==> config.mk <==
export PLATFORM = sky130hd
export DESIGN_NAME = axis_pkt_egress_flat
export DESIGN_NICKNAME = d
export VERILOG_FILES = /design/src/rtl/axis_pkt_egress_if.sv /design/src/rtl/axis_pkt_egress.sv /design/src/flat_wrapper.sv
export SDC_FILE = /design/constraint.sdc
export NUM_CORES = 1
export LEC_CHECK = 0
export BUFFER_PORTS_ARGS = -buffer_cell sky130_fd_sc_hd__buf_4
export CAP_MARGIN = 20
export CORE_ASPECT_RATIO = 0.75
export CORE_MARGIN = 2
export CORE_UTILIZATION = 50
export CTS_CLUSTER_DIAMETER = 40
export DETAILED_ROUTE_END_ITERATION = 6
export GPL_ROUTABILITY_DRIVEN = 0
export PLACE_DENSITY = 0.84
export SETUP_SLACK_MARGIN = 0.5
export SLEW_MARGIN = 20
export SYNTH_ARGS = -nofsm -noshare
export SYNTH_HDL_FRONTEND = slang
export SYNTH_SLANG_ARGS = --single-unit
==> constraint.sdc <==
create_clock -name aclk -period 3 [get_ports aclk]
set_input_delay 0.3 -clock aclk [delete_from_list [all_inputs] [get_ports aclk]]
set_output_delay 0.3 -clock aclk [all_outputs]
set_load 0.05 [all_outputs]
==> src/rtl/axis_pkt_egress_if.sv <==
// Beat type and bus interface for axis_pkt_egress: FIFO first-word-fall-through read port
// plus the AXI-Stream master side; "master" is the egress block, "slave" its environment.
package axis_pkt_egress_pkg;
    typedef struct packed {
        logic [31:0] tdata;
        logic        tlast;
    } axis_word_t;
endpackage

interface axis_pkt_egress_if;
    import axis_pkt_egress_pkg::*;

    logic       fifo_rd_en;
    axis_word_t fifo_rd_data;
    logic       fifo_empty;
    logic       pkt_commit;
    logic       m_axis_tvalid;
    logic       m_axis_tready;
    axis_word_t m_axis_word;

    modport master (
        output fifo_rd_en, m_axis_tvalid, m_axis_word,
        input  fifo_rd_data, fifo_empty, pkt_commit, m_axis_tready
    );

    modport slave (
        input  fifo_rd_en, m_axis_tvalid, m_axis_word,
        output fifo_rd_data, fifo_empty, pkt_commit, m_axis_tready
    );
endinterface

==> src/rtl/axis_pkt_egress.sv <==
// Store-and-forward AXIS egress: forwards a packet from the FIFO only after its commit pulse.
// Optional AXIS_EGRESS_STATS_EN adds 32-bit beat and packet counters.
module axis_pkt_egress
    import axis_pkt_egress_pkg::*;
#(
    parameter int max_pkts = 8,
    localparam int PW = $clog2(max_pkts + 1)
) (
    input  logic              aclk,
    input  logic              aresetn,
    axis_pkt_egress_if.master bus,
    output logic [PW-1:0]     pending_cnt,
    output logic              err_overflow,
    output logic              err_underrun
`ifdef AXIS_EGRESS_STATS_EN
    ,
    output logic [31:0]       stat_pkts,
    output logic [31:0]       stat_beats
`endif
);

    typedef enum logic [1:0] {IDLE, FWD, LAST} state_t;

    state_t     r_state;
    state_t     w_nextState;
    logic       r_tvalid;
    axis_word_t r_word;
    logic [PW-1:0] r_pending;
    logic       r_errOverflow;
    logic       r_errUnderrun;

    logic w_free;
    logic w_hs;
    logic w_tlastHs;
    logic w_readOk;
    logic w_load;
    logic w_underrun;

    always_comb begin
        w_free    = !r_tvalid || bus.m_axis_tready;
        w_hs      = r_tvalid && bus.m_axis_tready;
        w_tlastHs = w_hs && r_word.tlast;
    end

    // In LAST the next packet may only be fetched in the very cycle its predecessor's tlast leaves.
    always_comb begin
        w_nextState = r_state;
        w_readOk    = 1'b0;
        w_underrun  = 1'b0;
        w_load      = 1'b0;
        case (r_state)
            IDLE: w_readOk = (r_pending != '0);
            FWD: begin
                w_readOk   = 1'b1;
                w_underrun = w_free && bus.fifo_empty;
            end
            LAST: w_readOk = w_tlastHs && (r_pending > PW'(1));
            default: w_readOk = 1'b0;
        endcase
        w_load = w_free && !bus.fifo_empty && w_readOk;
        if (w_load) begin
            w_nextState = bus.fifo_rd_data.tlast ? LAST : FWD;
        end else if (r_state == LAST && w_tlastHs) begin
            w_nextState = IDLE;
        end
    end

    always_ff @(posedge aclk or negedge aresetn) begin
        if (!aresetn) begin
            r_state <= IDLE;
        end else begin
            r_state <= w_nextState;
        end
    end

    always_ff @(posedge aclk or negedge aresetn) begin
        if (!aresetn) begin
            r_tvalid <= 1'b0;
            r_word   <= '0;
        end else if (w_load) begin
            r_tvalid <= 1'b1;
            r_word   <= bus.fifo_rd_data;
        end else if (w_free) begin
            r_tvalid <= 1'b0;
        end
    end

    // A commit and a tlast handshake in the same cycle cancel out.
    always_ff @(posedge aclk or negedge aresetn) begin
        if (!aresetn) begin
            r_pending     <= '0;
            r_errOverflow <= 1'b0;
            r_errUnderrun <= 1'b0;
        end else begin
            if (bus.pkt_commit && !w_tlastHs) begin
                if (r_pending == PW'(max_pkts)) begin
                    r_errOverflow <= 1'b1;
                end else begin
                    r_pending <= r_pending + PW'(1);
                end
            end else if (w_tlastHs && !bus.pkt_commit) begin
                r_pending <= r_pending - PW'(1);
            end
            if (w_underrun) begin
                r_errUnderrun <= 1'b1;
            end
        end
    end

`ifdef AXIS_EGRESS_STATS_EN
    logic [31:0] r_statPkts;
    logic [31:0] r_statBeats;

    always_ff @(posedge aclk or negedge aresetn) begin
        if (!aresetn) begin
            r_statPkts  <= '0;
            r_statBeats <= '0;
        end else begin
            if (w_hs) begin
                r_statBeats <= r_statBeats + 32'd1;
            end
            if (w_tlastHs) begin
                r_statPkts <= r_statPkts + 32'd1;
            end
        end
    end

    assign stat_pkts  = r_statPkts;
    assign stat_beats = r_statBeats;
`endif

    assign bus.fifo_rd_en    = w_load;
    assign bus.m_axis_tvalid = r_tvalid;
    assign bus.m_axis_word   = r_word;
    assign pending_cnt       = r_pending;
    assign err_overflow      = r_errOverflow;
    assign err_underrun      = r_errUnderrun;

endmodule

==> src/flat_wrapper.sv <==
// flat-port wrapper written by rule: the top's interface ports become plain ports
module axis_pkt_egress_flat import axis_pkt_egress_pkg::*;
#(
    parameter int max_pkts = 8,
    localparam int PW = $clog2(max_pkts + 1)
)
  (aclk, aresetn, pending_cnt, err_overflow, err_underrun, bus_fifo_rd_en, bus_m_axis_tvalid, bus_m_axis_word, bus_fifo_rd_data, bus_fifo_empty, bus_pkt_commit, bus_m_axis_tready);
  axis_pkt_egress_if bus_i ();
  input  logic aclk;
  input  logic aresetn;
  output logic [PW-1:0] pending_cnt;
  output logic err_overflow;
  output logic err_underrun;
  output wire logic [$bits(bus_i.fifo_rd_en)-1:0] bus_fifo_rd_en;
  output wire logic [$bits(bus_i.m_axis_tvalid)-1:0] bus_m_axis_tvalid;
  output wire logic [$bits(bus_i.m_axis_word)-1:0] bus_m_axis_word;
  input wire logic [$bits(bus_i.fifo_rd_data)-1:0] bus_fifo_rd_data;
  input wire logic [$bits(bus_i.fifo_empty)-1:0] bus_fifo_empty;
  input wire logic [$bits(bus_i.pkt_commit)-1:0] bus_pkt_commit;
  input wire logic [$bits(bus_i.m_axis_tready)-1:0] bus_m_axis_tready;
  assign bus_fifo_rd_en = bus_i.fifo_rd_en;
  assign bus_m_axis_tvalid = bus_i.m_axis_tvalid;
  assign bus_m_axis_word = bus_i.m_axis_word;
  assign bus_i.fifo_rd_data = bus_fifo_rd_data;
  assign bus_i.fifo_empty = bus_fifo_empty;
  assign bus_i.pkt_commit = bus_pkt_commit;
  assign bus_i.m_axis_tready = bus_m_axis_tready;
  axis_pkt_egress #(.max_pkts(max_pkts)) u_core (.aclk(aclk), .aresetn(aresetn), .bus(bus_i), .pending_cnt(pending_cnt), .err_overflow(err_overflow), .err_underrun(err_underrun));
endmodule
# Yosys cells after proc, flatten, opt, wreduce, memory -nomap -nowiden
# Cells that the tools add are included.
# Widths: inputs -> output; s select.
# totals
reg_bits,42
out_inout_bits,41
word_cells,45
input_bits,38
# classes
n_eq_ne,4
addsub,2
muxes,10
n_reduce_logical,21
n_lt_le_gt_ge,1
# ops
operator,count
$mux 4,3
$logic_and 1x1->1,9
$mux 2,3
$reduce_bool 2->1,3
$add 4x1->4 const B,1
$eq 4x4->1 const B,1
$gt 4x1->1 const B,1
$logic_not 1->1,4
$reduce_and 2->1,2
$reduce_bool 4->1,1
$sub 4x1->4 const B,1
$mux 1,3
$pmux 1 s3,1
$eq 2x1->1 const B,1
$eq 2x2->1 const B,1
$logic_not 2->1,1
$ne 2x2->1 const B,1
$logic_or 1x1->1,1

# Depth between registers and ports, before layout
# Gate-level depths: netlist of the first run.
# depth
depth_word,6
ltp_mapped,7
depth_no_buf,6

# Worst setup path before layout of the first run
# Ideal clock, no wire load.
# synth_path
path_kind,reg2reg
start,register u_core.r_pending[0] (netlist: u_core.pending_cnt[0])
end,register u_core.r_word (netlist bit u_core.bus.m_axis_word[0])
required_time_ns,2.875
path_buffers,1
setup_ns,0.125
period_less_slack_ns,2.457
slack_ns,0.543
t_arrival_ns,2.332
path_stages_with_launch,8
cell_sequence,dfrtp_1 -> inv_1 -> ha_1 -> inv_1 -> o21ai_0 -> a211oi_4 -> buf_6 -> mux2_2
# synth_via
elab_chain_cells,4
elab_cells_between_ends,5
cone_classes,1 x order compare; 1 x mux; 3 x reduce/logical
# synth_rtl
element,line_no,rtl
"start, declared",axis_pkt_egress.sv:28,logic [PW-1:0] r_pending;
"start signal, assigned",axis_pkt_egress.sv:99,r_pending <= r_pending + PW'(1);
"start signal, assigned",axis_pkt_egress.sv:102,r_pending <= r_pending - PW'(1);
$gt 4x1->1,axis_pkt_egress.sv:57,LAST: w_readOk = w_tlastHs && (r_pending > PW'(1));
$logic_and 1x1->1,axis_pkt_egress.sv:57,
$pmux 1 s3 *,axis_pkt_egress.sv:51,case (r_state)
$logic_and 1x1->1 *,axis_pkt_egress.sv:60,w_load = w_free && !bus.fifo_empty && w_readOk;
net bus_fifo_rd_en,flat_wrapper.sv:14,output wire logic [$bits(bus_i.fifo_rd_en)-1:0] bus_fifo_rd_en;
"end signal, assigned",axis_pkt_egress.sv:82,r_word <= bus.fifo_rd_data;
"end, declared",axis_pkt_egress.sv:27,axis_word_t r_word;
# Mark *: on every way through the listed nets, which the timed path passes. The rest lies on a longest branch.
# A chain may end at the register's enable or synchronous reset.

# Worst setup path in the final report of the first run
# layout_path
start,register u_core.r_pending[0] (netlist: u_core.pending_cnt[0])
end,output bus_fifo_rd_en
# layout_via
elab_chain_cells,4
elab_cells_between_ends,5
cone_classes,1 x order compare; 1 x mux; 3 x reduce/logical
# layout_rtl
element,line_no
$gt 4x1->1,axis_pkt_egress.sv:57
$logic_and 1x1->1,axis_pkt_egress.sv:57
$pmux 1 s3 *,axis_pkt_egress.sv:51
$logic_and 1x1->1 *,axis_pkt_egress.sv:60
"end, declared",flat_wrapper.sv:14
# Mark *: on every way between the ends. The rest lies on a longest branch, timed or not.

==> impl_metrics.yaml, run 1 <==
synth:
  yosysWarnings: 0
  yosysTopAreaCellShare_pct: 59.9
  syn-instance-count: 123
  syn_area_per_cell_um2: 14.3
  syn_nets: 164
  yosys.cell_types.count: 26
  synth_seq_cells: 42
  synth.area.top_cells: "dfrtp_1, mux2_2, ha_1"
  syn-cell-area_mm2: 0.00175
  synth_seq_area_share_pct: 59.9
  yosys.area.top_type: "dfrtp_1"
route:
  drc: 0
  vias_per_cell: 5.35
  vias: 1328
  wl_per_cell_um: 16.3
  routed_wl_mm: 4.04
  antenna_left: 0
  first_pass_iters: 4
  first_iter_violations: 134
worst_hold_path:
  hold_path.class: "in2reg"
  hold_path_depth: 2
power_and_ir_drop:
  p_int_uw: 1680
  swShare_pct: 49.1
  power_density_mw_per_mm2: 1310
  p_leak_uw: 0.00121
  p_seq_share_pct: 31.2
  vdd_drop_max_mv: 0.890
  combPwrFrac_pct: 55.8
  p_switching_uw: 1620
  clock_power_share_pct: 12.9
sta:
  fin_crit_ns: 2.36
  finalHoldViolCount: 0
  rsz0062_at_grt: "no"
  hold_ws_ns: 0.208
  relSlewSlack_pct: 65.1
  finalClockSkew_ns: 0.00861
  max_freq_ghz: 0.423
  setup_viol: 0
  drv_slew: 0
  max_slew.worst_pin.slew_ns: 0.523
  final.setup.tns_ns: 0
  fin_crit_sh_pct: 78.8
global_route:
  grt_pass1_vias: 1322
  grt_max_degree: 43
  globalRouteOverflowTotal: 0
  grt_pass1_wl_mm: 6.45
  antenna_found_initial: 0
  grt_usage_pct: 21.1
layout:
  syn_to_final_growth_pct: 43.8
  nets: 248
  layout-drive-gt1-share_pct: 60.6
  fillers: 224
  n_antenna_cell: 0
  utilization_pct: 75.7
setup_path:
  critPathArrivalTime_ns: 2.06
  crit_top_cell: "inv_1"
  crit_chain: "inv_1, ha_1, inv_1, o21ai_0, a211oi_4, buf_12, buf_4"
  critPathBufInv: 4
  worst_ep_required_time_ns: 2.70
  critical_path.slowest_cell: "dfrtp_1"
  slowest_delay_ns: 0.44
  rr_worst_depth: 8
  worstPathMaxFanout: 18
  start_kind: "register"
  critPathKind: "reg2out"
  end_kind: "primary output"
  critical-path-top-delay-family: "buffers and inverters"
  path_depth: 7
run_status:
  status: "finished clean"
clock_network:
  cts-buffers-inserted: 5
  cts_max_level: 2
  clk_pin_slew_ns: 0.08
  cts_tree: "done"
  cts.sinks: 42
  clk_latency_ns: 0.30
  root_buffer: "clkbuf_8"
  cts_buffer_depth: 2
floorplan:
  die_y_um: 55.3
  io_pins: 79
  num_rows: 18
  start_util_pct: 52.6
  coreArea_mm2: 0.00333
  fp.dieW_um: 72.4
  dieArea_mm2: 0.00400
placed_design:
  portBuffers: 78
  hpwl_mm: 2.84
job:
  drv_cap: 0
-- cell usage after synthesis --
cell type  instances
a211oi_1           1
a211oi_4           1
a21o_1             2
a21oi_1            3
a31o_2             2
and3_1             1
and4_1             1
buf_6              3
clkbuf_1           2
dfrtp_1           42
ha_1               3
inv_1              5
mux2_2            33
mux2i_1            2
nand2_1            2
nand2b_1           2
nand3_1            3
nor2_1             3
nor3_1             2
o211ai_1           1
o21a_1             1
o21ai_0            4
o21bai_1           1
or4_1              1
xnor2_1            1
xor2_1             1
-- routing by layer --
layer	vias up	wire (µm)	GRT usage, %
met4	0	54	6.88
met3	9	317	6.93
met2	64	2010	33.4
met1	655	1660	27.4
li1	600	-	-
met5	-	0	0
-- final timing paths --
path                                             from                    endpoint  slack (ns)
hold / removal                    bus_fifo_rd_data[0]           u_core.r_state[0]        0.21
setup reg to reg                u_core.pending_cnt[0]  u_core.bus.m_axis_word[23]        0.83
hold reg to reg            u_core.bus.m_axis_word[32]  u_core.bus.m_axis_word[32]        0.51
setup / recovery                u_core.pending_cnt[0]              bus_fifo_rd_en        0.64
max in group asynchronous                     aresetn       u_core.pending_cnt[1]        2.11
min in group asynchronous                     aresetn  u_core.bus.m_axis_word[30]        0.51
-- registers in the layout, summed over array words and instances, names as in the netlist --
name and count:
u_core.err_underrun 1, u_core.r_state 2, u_core.bus.m_axis_tvalid 1, u_core.bus.m_axis_word 33, u_core.pending_cnt 4, u_core.err_overflow 1
-- area by class of cell --
class	instances	area [µm²]	share of cell area [%]
inverter	5	18.8	0.744
sequential	42	1050	41.7
multi-input combinational	71	643	25.5
timing repair buffer	82	648	25.7
clock buffer	8	110	4.37
tap	40	50.0	1.98
-- power by group through the flow --
stage          Combinational (µW)  Sequential [µW]  Clock [µW]
6_report                     1840             1030         427
5_1_grt                      1920             1080         456
4_1_cts                      1850             1030         430
3_5_place_dp                 1850             1040           0
3_3_place_gp                 1810             1020           0
2_1_floorplan                 331             1950           0
-- logic make-up (layout without fill, tap and decap cells) --
family	Yosys count	after routing	share of synthesized area, %
xor gates and xnor gates	2	2	0.999
buffers and inverters	10	95	3.42
muxes	35	35	22.3
adders and majority gates	3	3	2.14
and+or+nand+nor	15	15	4.49
DFF	42	42	59.9
AOI/OAI and AO/OA	16	16	6.71
-- per-stage QoR --
step           setup WS [ns]  instances  power (µW)  instance area, µm²
2_1_floorplan          0.543        123        2280                1750
3_5_place_dp           0.723        237        2890                2360
5_1_grt                0.487        248        3450                2520
6_report               0.635        248        3300                2520
4_1_cts                0.519        246        3310                2480
3_3_place_gp           0.831        237        2830                2360
-- worst register-to-register path, stage by stage (launching register included) --
cell and delay [ns]:
dfrtp_1 0.44, inv_1 0.11, ha_1 0.22, inv_1 0.08, o21ai_0 0.17, a211oi_4 0.33
buf_4 0.17, clkbuf_16 0.18, mux2_2 0.36
-- repair_timing --
action | 4_1_cts | 5_1_grt
pin swaps | 0 | 1
endpoints found under the setup margin | 1 | 1
gates cloned | 0 | 1
hold buffers | 1 | 0
endpoints found under the hold margin | 6 | 0
setup buffers | 0 | 1
resized for setup | 2 | 2
-- placed cells by master (no fill, tap or decap), types with 2 or more instances in the layout --
master / instances
nor2_1: 3
clkbuf_8: 8
inv_1: 5
mux2i_1: 2
a21oi_1: 3
nand3_1: 3
dfrtp_1: 41
buf_4: 79
nor3_1: 2
ha_1: 3
o21ai_0: 4
a31o_2: 2
mux2_2: 33
nand2_1: 2
nand2b_1: 2
a21o_1: 2
Power figures use the tool's default switching activity.
==> inputs of run 2 (changes only) <==
--- a/config.mk
+++ b/config.mk
@@ -9,11 +9,11 @@
 export CAP_MARGIN = 20
 export CORE_ASPECT_RATIO = 0.75
 export CORE_MARGIN = 2
-export CORE_UTILIZATION = 50
+export CORE_UTILIZATION = 46
 export CTS_CLUSTER_DIAMETER = 40
 export DETAILED_ROUTE_END_ITERATION = 6
 export GPL_ROUTABILITY_DRIVEN = 0
-export PLACE_DENSITY = 0.84
+export PLACE_DENSITY = 0.78
 export SETUP_SLACK_MARGIN = 0.5
 export SLEW_MARGIN = 20
 export SYNTH_ARGS = -nofsm -noshare
==> constraint.sdc (replaced) <==
create_clock -name aclk -period 2.45 [get_ports aclk]
set_input_delay 0.245 -clock aclk [delete_from_list [all_inputs] [get_ports aclk]]
set_output_delay 0.245 -clock aclk [all_outputs]
set_load 0.05 [all_outputs]
==> run 2 against run 1 <==
Non-clock buffer count is 3 higher. Power is 23% higher. Clock power is 6.1% higher. Final area is 1.8% higher. Worst hold slack worse by 0.050 ns. Highest routed layer unchanged.
==> impl_metrics.yaml, run 2 (synthesis gave the netlist of run 1 again) <==
sta:
  max_freq_ghz: 0.527
  rsz0062_at_grt: "yes"
  drv_slew: 0
  fin_ws_ns: 0.554
  finalHoldViolCount: 0
  max_slew.worst_pin.slew_ns: 0.516
  setup_viol: 0
  fin_crit_sh_pct: 77.4
  finalClockSkew_ns: 0.00211
  relSlewSlack_pct: 65.6
  fin_crit_ns: 1.90
  final.setup.tns_ns: 0
floorplan:
  num_rows: 19
  fp.dieW_um: 75.3
  start_util_pct: 47.9
  die_y_um: 57.5
  dieArea_mm2: 0.00433
  coreArea_mm2: 0.00366
  io_pins: 79
power_and_ir_drop:
  p_int_uw: 2070
  swShare_pct: 49.1
  p_leak_uw: 0.00122
  vdd_drop_max_mv: 0.972
  p_seq_share_pct: 31.1
  power_density_mw_per_mm2: 1580
  combPwrFrac_pct: 57.8
  clock_power_share_pct: 11.2
  p_switching_uw: 1990
setup_path:
  rr_worst_depth: 7
  end_kind: "primary output"
  reg2reg_slack_ns: 0.57
  start_kind: "register"
  slowest_delay_ns: 0.43
  crit_path_end: "bus_fifo_rd_en"
  critical-path-top-delay-family: "flip-flops"
  crit_chain: "ha_1, nand2_1, o21ai_2, a211oi_4, buf_8, buf_4"
  worst_ep_required_time_ns: 2.20
  worstPathMaxFanout: 3
  r2r_end: "u_core.bus.m_axis_word[31]"
  critPathBufInv: 2
  r2r_start: "u_core.pending_cnt[0]"
  cp-startpoint: "u_core.pending_cnt[0]"
  critical_path.slowest_cell: "dfrtp_2"
  critPathArrivalTime_ns: 1.65
  critPathKind: "reg2out"
  path_depth: 6
route:
  vias: 1290
  antenna_left: 0
  first_pass_iters: 4
  routed_wl_mm: 3.90
  drc: 0
  first_iter_violations: 62
  wl_per_cell_um: 14.8
  vias_per_cell: 4.90
global_route:
  grt_usage_pct: 18.6
  grt_max_degree: 43
  globalRouteOverflowTotal: 0
  antenna_found_initial: 0
  grt_pass1_wl_mm: 5.95
  grt_pass1_vias: 1216
worst_hold_path:
  hold_path.class: "in2reg"
run_status:
  status: "finished clean"
layout:
  syn_to_final_growth_pct: 46.4
  layout-drive-gt1-share_pct: 65.4
  nets: 251
  n_antenna_cell: 0
  largest_register_ffs: 33
  mostFrequentLayoutCell: "buf_4"
  most-common-layout-cells: "buf_4, dfrtp_1, mux2_2"
clock_network:
  cts_tree: "done"
  clk_latency_ns: 0.29
  clk_pin_slew_ns: 0.08
  cts-buffers-inserted: 5
  root_buffer: "clkbuf_8"
  cts_max_level: 2
  cts_buffer_depth: 2
  cts.sinks: 42
placed_design:
  hpwl_mm: 2.84
  dpl_worst_slack_ns: 0.435
  portBuffers: 78
job:
  drv_cap: 0
[run 2: cell count changes in the layout (fill, tap and decap cells not counted), moves of 2 or more]
cell and change:
dfrtp_2 +4, mux2_2 -7, inv_1 -3, inv_2 +3, clkbuf_8 -2, dfrtp_1 -4
buf_4 +4, mux2_4 +7
[run 2: layout make-up]
class	instances	area, µm²
fillers	279	1090
flip-flops and latches	42	1060
multi-input cells	71	688
repair buffers	85	648
clock buffers	7	86.3
well taps	52	65.1
inverters	5	18.8
clock inverters	1	5.00
[run 2: how the worst min path moves through the flow]
stage / from / endpoint / slack [ns] / cells past startpoint
floorplan: aresetn / u_core.bus.m_axis_tvalid / -0.05 / 0
global placement: aresetn / u_core.bus.m_axis_word[28] / 0.25 / 1
detailed placement: aresetn / u_core.bus.m_axis_word[27] / 0.27 / 1
CTS: bus_fifo_rd_data[0] / u_core.r_state[0] / 0.15 / 2
global route: bus_fifo_rd_data[0] / u_core.r_state[0] / 0.16 / 2
finish: bus_fifo_rd_data[0] / u_core.r_state[0] / 0.16 / 2
[run 2: worst register-to-register path: cells and delay by family (launching register included)]
kind,cells,cell delay [ns]
buffers and inverters,2,0.36
AND/OR/NAND/NOR,1,0.07
AO/OA/AOI/OAI,2,0.34
multiplexers,1,0.37
flip-flops,1,0.43
adder cells (fa/ha/maj),1,0.20
[run 2: repair_timing]
action,CTS,global route
endpoints found under the hold margin,42,0
setup buffers,3,1
endpoints found under the setup margin,32,33
gates resized for setup,4,0
hold buffers,1,0
[run 2: power groups by stage]
| stage | logic [µW] | clock network, µW | registers (µW) |
|---|---|---|---|
| floorplan | 451 | 0 | 2400 |
| global placement | 2280 | 0 | 1260 |
| detailed placement | 2320 | 0 | 1280 |
| CTS | 2350 | 471 | 1270 |
| global route | 2440 | 499 | 1310 |
| finish | 2340 | 453 | 1260 |
[run 2: per-layer routing]
layer  track usage (%)  wire [µm]  part of all wire, %  vias to the layer above
met5                 0          0                    0                        -
met4              7.52         55                  1.4                        0
met3              5.65        333                  8.5                        8
met2              29.7       1950                   50                       49
met1              23.7       1560                   40                      625
li1                  -          -                    -                      608
[run 2: metrics by stage]
stage / power, µW / hold slack [ns] / instances / area [µm²] / util [%]
2_1_floorplan: 2860 / -0.0506 / 123 / 1800 / -
3_3_place_gp: 3530 / 0.249 / 250 / 2420 / 66.0
3_5_place_dp: 3600 / 0.266 / 250 / 2420 / 66.0
4_1_cts: 4090 / 0.147 / 262 / 2560 / 70.0
5_1_grt: 4250 / 0.156 / 263 / 2570 / 70.2
6_report: 4060 / 0.159 / 263 / 2570 / 70.2
